==> src/rtl/uart_wb_ctrl.sv <==
// Wishbone-attached 8N1 UART: 8-deep TX FIFO feeding a serial transmitter, and a
// receiver with a one-byte holding register plus sticky overrun/framing flags.
module uart_wb_ctrl #(
  parameter int CLKS_PER_BIT = 217,
  parameter int FIFO_AW      = 3
) (
  input  logic        clk,
  input  logic        rst,
  input  logic        wishbone_cyc_i,
  input  logic        wishbone_stb_i,
  input  logic        wishbone_we_i,
  input  logic [31:0] wishbone_addr_i,
  input  logic [31:0] wishbone_data_i,
  input  logic [3:0]  wishbone_select_i,
  output logic [31:0] wishbone_data_o,
  output logic        wishbone_ack_o,
  input  logic        com_RxD,
  output logic        com_TxD,
  output logic [1:0]  tx_state_o,
  output logic [1:0]  rx_state_o
);
  localparam int DEPTH = 1 << FIFO_AW;
  localparam int CW    = $clog2(CLKS_PER_BIT);
  localparam logic [CW-1:0] BIT_LAST  = CW'(CLKS_PER_BIT - 1);
  localparam logic [CW-1:0] HALF_LAST = CW'(CLKS_PER_BIT / 2 - 1);

  typedef enum logic [1:0] {
    S_IDLE  = 2'd0,
    S_START = 2'd1,
    S_DATA  = 2'd2,
    S_STOP  = 2'd3
  } state_e;

  logic              ack_q, ack_d;
  logic [31:0]       dat_q, dat_d;
  logic [FIFO_AW:0]  wp_q, wp_d, rp_q, rp_d;
  logic [7:0]        mem_q [DEPTH];
  state_e            tx_state_q, tx_state_d;
  logic [CW-1:0]     tx_cnt_q, tx_cnt_d;
  logic [2:0]        tx_bit_q, tx_bit_d;
  logic [7:0]        tx_sh_q, tx_sh_d;
  logic              txd_q, txd_d;
  logic              rx_s1_q, rx_s2_q;
  state_e            rx_state_q, rx_state_d;
  logic [CW-1:0]     rx_cnt_q, rx_cnt_d;
  logic [2:0]        rx_bit_q, rx_bit_d;
  logic [7:0]        rx_sh_q, rx_sh_d, rx_data_q, rx_data_d;
  logic              rx_valid_q, rx_valid_d, rx_ovr_q, rx_ovr_d, rx_ferr_q, rx_ferr_d;

  logic req, wr_data, rd_data, rd_stat;
  logic empty, full, pop, push, tx_idle;
  logic unused_bits;

  assign unused_bits = ^{wishbone_addr_i[31:3], wishbone_addr_i[1:0],
                         wishbone_data_i[31:8], wishbone_select_i[3:1]};

  // The !ack term gives the mandatory low cycle between back-to-back acks.
  assign req     = wishbone_cyc_i & wishbone_stb_i & ~ack_q;
  assign wr_data = req & wishbone_we_i & ~wishbone_addr_i[2] & wishbone_select_i[0];
  assign rd_data = req & ~wishbone_we_i & ~wishbone_addr_i[2];
  assign rd_stat = req & ~wishbone_we_i & wishbone_addr_i[2];

  assign empty   = (wp_q == rp_q);
  assign full    = (wp_q[FIFO_AW] != rp_q[FIFO_AW]) &&
                   (wp_q[FIFO_AW-1:0] == rp_q[FIFO_AW-1:0]);
  assign pop     = (tx_state_q == S_IDLE) & ~empty;
  assign push    = wr_data & (~full | pop);
  assign tx_idle = empty & (tx_state_q == S_IDLE);

  assign wp_d = wp_q + (FIFO_AW + 1)'(push);
  assign rp_d = rp_q + (FIFO_AW + 1)'(pop);

  always_comb begin
    ack_d = req;
    dat_d = '0;
    if (rd_data)      dat_d = {24'b0, rx_data_q};
    else if (rd_stat) dat_d = {27'b0, rx_ferr_q, rx_ovr_q, rx_valid_q, tx_idle, full};
  end

  always_comb begin
    tx_state_d = tx_state_q;
    tx_cnt_d   = tx_cnt_q;
    tx_bit_d   = tx_bit_q;
    tx_sh_d    = tx_sh_q;
    unique case (tx_state_q)
      S_IDLE: if (!empty) begin
        tx_sh_d    = mem_q[rp_q[FIFO_AW-1:0]];
        tx_cnt_d   = '0;
        tx_state_d = S_START;
      end
      S_START: if (tx_cnt_q == BIT_LAST) begin
        tx_cnt_d   = '0;
        tx_bit_d   = '0;
        tx_state_d = S_DATA;
      end else tx_cnt_d = tx_cnt_q + 1'b1;
      S_DATA: if (tx_cnt_q == BIT_LAST) begin
        tx_cnt_d = '0;
        tx_sh_d  = tx_sh_q >> 1;
        tx_bit_d = tx_bit_q + 1'b1;
        if (tx_bit_q == 3'd7) tx_state_d = S_STOP;
      end else tx_cnt_d = tx_cnt_q + 1'b1;
      S_STOP: if (tx_cnt_q == BIT_LAST) begin
        tx_cnt_d   = '0;
        tx_state_d = S_IDLE;
      end else tx_cnt_d = tx_cnt_q + 1'b1;
    endcase
    // Line level is registered off the next state so TxD never glitches.
    unique case (tx_state_d)
      S_START: txd_d = 1'b0;
      S_DATA:  txd_d = tx_sh_d[0];
      default: txd_d = 1'b1;
    endcase
  end

  always_comb begin
    rx_state_d = rx_state_q;
    rx_cnt_d   = rx_cnt_q;
    rx_bit_d   = rx_bit_q;
    rx_sh_d    = rx_sh_q;
    rx_data_d  = rx_data_q;
    rx_valid_d = rx_valid_q;
    rx_ovr_d   = rx_ovr_q;
    rx_ferr_d  = rx_ferr_q;
    // Bus clears first so a frame completing in the same cycle takes priority.
    if (rd_data) rx_valid_d = 1'b0;
    if (rd_stat) begin
      rx_ovr_d  = 1'b0;
      rx_ferr_d = 1'b0;
    end
    unique case (rx_state_q)
      S_IDLE: if (!rx_s2_q) begin
        rx_cnt_d   = '0;
        rx_state_d = S_START;
      end
      S_START: if (rx_cnt_q == HALF_LAST) begin
        rx_cnt_d   = '0;
        rx_bit_d   = '0;
        rx_state_d = rx_s2_q ? S_IDLE : S_DATA;
      end else rx_cnt_d = rx_cnt_q + 1'b1;
      S_DATA: if (rx_cnt_q == BIT_LAST) begin
        rx_cnt_d = '0;
        rx_sh_d  = {rx_s2_q, rx_sh_q[7:1]};
        rx_bit_d = rx_bit_q + 1'b1;
        if (rx_bit_q == 3'd7) rx_state_d = S_STOP;
      end else rx_cnt_d = rx_cnt_q + 1'b1;
      S_STOP: if (rx_cnt_q == BIT_LAST) begin
        rx_cnt_d   = '0;
        rx_state_d = S_IDLE;
        if (rx_s2_q) begin
          rx_data_d  = rx_sh_q;
          rx_valid_d = 1'b1;
          if (rx_valid_q && !rd_data) rx_ovr_d = 1'b1;
        end else begin
          rx_ferr_d = 1'b1;
        end
      end else rx_cnt_d = rx_cnt_q + 1'b1;
    endcase
  end

  always_ff @(posedge clk) begin
    if (push) mem_q[wp_q[FIFO_AW-1:0]] <= wishbone_data_i[7:0];
  end

  always_ff @(posedge clk or negedge rst) begin
    if (!rst) begin
      ack_q      <= 1'b0;
      dat_q      <= '0;
      wp_q       <= '0;
      rp_q       <= '0;
      tx_state_q <= S_IDLE;
      tx_cnt_q   <= '0;
      tx_bit_q   <= '0;
      tx_sh_q    <= '0;
      txd_q      <= 1'b1;
      rx_s1_q    <= 1'b1;
      rx_s2_q    <= 1'b1;
      rx_state_q <= S_IDLE;
      rx_cnt_q   <= '0;
      rx_bit_q   <= '0;
      rx_sh_q    <= '0;
      rx_data_q  <= '0;
      rx_valid_q <= 1'b0;
      rx_ovr_q   <= 1'b0;
      rx_ferr_q  <= 1'b0;
    end else begin
      ack_q      <= ack_d;
      dat_q      <= dat_d;
      wp_q       <= wp_d;
      rp_q       <= rp_d;
      tx_state_q <= tx_state_d;
      tx_cnt_q   <= tx_cnt_d;
      tx_bit_q   <= tx_bit_d;
      tx_sh_q    <= tx_sh_d;
      txd_q      <= txd_d;
      rx_s1_q    <= com_RxD;
      rx_s2_q    <= rx_s1_q;
      rx_state_q <= rx_state_d;
      rx_cnt_q   <= rx_cnt_d;
      rx_bit_q   <= rx_bit_d;
      rx_sh_q    <= rx_sh_d;
      rx_data_q  <= rx_data_d;
      rx_valid_q <= rx_valid_d;
      rx_ovr_q   <= rx_ovr_d;
      rx_ferr_q  <= rx_ferr_d;
    end
  end

  assign wishbone_ack_o  = ack_q;
  assign wishbone_data_o = dat_q;
  assign com_TxD         = txd_q;
  assign tx_state_o      = tx_state_q;
  assign rx_state_o      = rx_state_q;
endmodule

==> config.mk <==
export PLATFORM = sky130hd
export DESIGN_NAME = uart_wb_ctrl
export DESIGN_NICKNAME = d
export VERILOG_FILES = /design/src/rtl/uart_wb_ctrl.sv
export SDC_FILE = /design/constraint.sdc
export NUM_CORES = 1
export LEC_CHECK = 0
export ABC_AREA = 1
export ABC_CLOCK_PERIOD_IN_PS = 3600
export CAP_MARGIN = 5
export CORE_UTILIZATION = 65
export DETAILED_ROUTE_END_ITERATION = 8
export DONT_BUFFER_PORTS = 1
export PLACE_DENSITY = 0.81
export RECOVER_POWER = 100
export SLEW_MARGIN = 20
export SYNTH_ARGS = -nofsm -noshare
export SYNTH_HDL_FRONTEND = slang
export SYNTH_SLANG_ARGS = --single-unit
==> constraint.sdc <==
create_clock -name clk -period 3.6 [get_ports clk]
set_input_delay 0.72 -clock clk [delete_from_list [all_inputs] [get_ports clk]]
set_output_delay 0.72 -clock clk [all_outputs]
set_load 0.02 [all_outputs]
==> results.yml <==
outcome:
  status: "finished, violations left"
  violations: "max-capacitance violations, max-slew violations"
yosys:
  avgSynthCellArea_sq_um: 10.0
  yosysSeqAreaShare: 0.599
  synth_cell_types: 42
  synthTopCellsByArea: "edfxtp_1 (31%), dfrtp_1 (28%), nand2_1 (7.5%), inv_1 (4.6%), nor2_1 (3.5%)"
  synthCells: 625
  ys_ff_latch: 137
  synth_top_area_share: 0.307
  yosysWarnings: 0
  netlist_area_sq_mm: 0.00627
  synth_area_leader_cell: "edfxtp_1"
setup_path:
  start_kind: "flop"
  cp_slowest_cell: "clkbuf_1"
  critPathArrivalTime_ns: 3.33
  cp_cell_sequence: "clkbuf_1 -> inv_6 -> nand2_1 -> nand2_1 -> nand3_1 -> nor2_1 -> nor2_2 -> ha_1 -> ha_1 -> xor2_1"
  cp_slowest_stage_delay_ns: 0.62
  timing_worst_setup_path_type: "flop to flop"
  critPathRequiredTime_ns: 4.04
  reg2reg_depth: 10
  path_max_fanout: 17
  cp-end-kind: "flop"
finish:
  nFillCells: 620
  final-seq-area_sq_mm: 0.00375
  nNetsFinal: 727
  multi_input_area_sq_mm: 0.00194
  synthToLayoutAreaGrowth_pct: 9.26
  drive_gt1_frac: 0.101
  antenna_cells: 0
  final_cells: 783
floorplan:
  core_sq_mm: 0.00928
  start_util: 0.675
  die_height_um: 100
  pin_count: 112
  die-area_sq_mm: 0.0100
  rows: 35
  dieWidth_um: 100
clock_network:
  clk_path_buf_depth: 2
  cts_max_level: 4
  cts_tree: "yes"
  clkSlewWorstSetupHoldPaths_ns: 0.06
  cts_setup_buffers: 0
  root_buffer: "clkbuf_8"
  cts_buffers: 17
  cts_resized: 0
  cts_sinks: 137
  hold_buffers: 1
  clk_latency_ns: 0.52
global_routing:
  grt.overflow.total: 0
  use_met2: 0.423
  grt_pass1_wl_mm: 19.9
  grt.total_usage: 0.264
  grt_util_met1: 0.338
  grt_busiest_layer: "met2"
  antenna_found_initial: 0
  grt_max_degree: 71
  grt_use_met3: 0.0773
  grt_pass1_vias: 4178
placement:
  dp_cells: 749
  portBuffers: 0
  pre_cts_slack_ns: 1.22
  gp_congestion: 0.833
  dp.final_hpwl_mm: 7.19
sta:
  setup-violations-final: 0
  finalSetupTns_ns: 0
  setup_slack_ns: 0.708
  fin_worst_skew_ns: 0.00902
  worst_pin_slew_ns: 1.68
  finalCritPeriodShare: 0.803
  hold_viol: 0
  drv_slew: 71
  grt_setup_unrepaired: "false"
  hold_ws_ns: 0.0372
  max_freq_ghz: 0.346
  slew_headroom: -0.117
  min_period_ns: 2.89
routing:
  drc: 0
  dr.first_iter.drc_count: 341
  routed_wl_mm: 11.9
  drtAntennaViolNets: 0
  wl_per_cell_um: 15.2
  vias_per_cell: 5.49
  num_vias: 4301
  drtPass1Iterations: 5
hold_path:
  hold_path_class: "primary input to async pin"
job:
  cap_violations: 1
power_and_ir_drop:
  p_leak_uw: 0.00302
  ir_drop_v: 0.000583
  power_density_mw_per_mm2: 511
-- synthesized netlist by cell type --
cell type / instances
buf_6: 3
xnor2_1: 1
nand3_2: 7
a32o_1: 1
nor2_4: 2
bufinv_8: 1
nand3_1: 27
xor2_1: 9
o211ai_1: 1
nor3_1: 4
nand4_1: 1
nor2_1: 58
inv_6: 1
o31ai_1: 2
ha_1: 12
nand2_2: 14
buf_2: 5
nand2_4: 1
o21ai_1: 20
nand3_4: 1
conb_1: 1
nor2_8: 1
inv_1: 77
edfxtp_1: 64
a22o_1: 2
nand2_1: 126
o22ai_1: 21
inv_2: 4
clkbuf_1: 3
dfrtp_1: 70
mux2_4: 1
buf_1: 2
a21oi_1: 2
a31oi_1: 1
nor2_2: 2
or2_1: 1
buf_4: 25
o211ai_2: 1
o21ai_2: 1
nor3_2: 3
dfstp_2: 3
o21ai_0: 43
-- final cells by class --
| type | count | area share |
|---|---|---|
| inverter | 83 | 0.0464 |
| clock inverter | 15 | 0.0258 |
| multi-input combinational | 390 | 0.283 |
| sequential | 137 | 0.548 |
| tap | 129 | 0.0236 |
| clock buffer | 17 | 0.0605 |
| timing repair buffer | 12 | 0.0126 |
-- cells in the final DEF (no fill, tap or decap), types with 12 or more instances in the layout --
cell,count
nand2_1,135
inv_1,78
dfrtp_1,70
edfxtp_1,64
nor2_1,61
o21ai_0,58
nand3_1,29
conb_1,24
o22ai_1,21
clkbuf_16,16
ha_1,12
-- flip-flops by register name, summed over array words and instances (netlist names), named ones only --
| register | count |
|---|---|
| com_TxD | 1 |
| mem_q | 64 |
| rp_q | 4 |
| rx_bit_q | 3 |
| rx_cnt_q | 8 |
| rx_data_q | 8 |
| rx_ferr_q | 1 |
| rx_ovr_q | 1 |
| rx_s1_q | 1 |
| rx_s2_q | 1 |
| rx_sh_q | 8 |
| rx_state_o | 1 |
| rx_valid_q | 1 |
| tx_bit_q | 3 |
| tx_cnt_q | 8 |
| tx_sh_q | 8 |
| tx_state_o | 2 |
| wishbone_ack_o | 1 |
| wishbone_data_o | 8 |
| wp_q | 4 |
-- power by group --
| group | switching, uW | total [uW] | internal [uW] |
|---|---|---|---|
| logic | 80.3 | 101 | 20.7 |
| registers | 20.9 | 1680 | 1660 |
| clock network | 659 | 1710 | 1060 |
| total | 760 | 3500 | 2740 |
-- path summary, 6_finish.rpt --
kind	from	endpoint	slack (ns)
max in group asynchronous	rst	rx_cnt_q[7]	1.97
hold reg to reg	rx_s1_q	rx_s2_q	0.35
hold / removal	rst	rx_s2_q	0.04
setup / recovery	rp_q[1]	rp_q[2]	0.71
min in group clk	com_RxD	rx_s1_q	0.20
setup reg to reg	rp_q[1]	rp_q[2]	0.71
-- cell families after synthesis --
logic type	count (synthesis)	share of synthesized area
flip-flops	137	0.599
AND/OR/NAND/NOR	248	0.180
adder cells (fa/ha/maj)	12	0.0240
AO/OA/AOI/OAI	95	0.0852
multiplexers	1	0.00239
buffers and inverters	121	0.0950
XOR/XNOR	10	0.0140
other	1	0.000598
-- metrics by stage --
step / utilization / power [uW] / area (sq um)
after floorplan: - / 1800 / 6350
after global placement: 0.681 / 1800 / 6330
after detailed placement: 0.681 / 1800 / 6330
after CTS: 0.748 / 3530 / 6940
after global routing: 0.738 / 3610 / 6850
final: 0.738 / 3500 / 6850
-- metal layers --
layer  up-vias  wire, um
met3        27       735
met1      2080      5070
met5         -         0
li1       2034         -
met4         0       288
met2       160      5840
-- worst max-delay path, delay by kind of cell (launching register included) --
kind	cells	cell delay (ns)
and+or+nand+nor	5	0.89
buffers and inverters	2	0.79
DFF	1	0.49
adders and majority gates	2	0.48
xor gates and xnor gates	1	0.15
No activity file was read; power rests on OpenSTA's default activity.
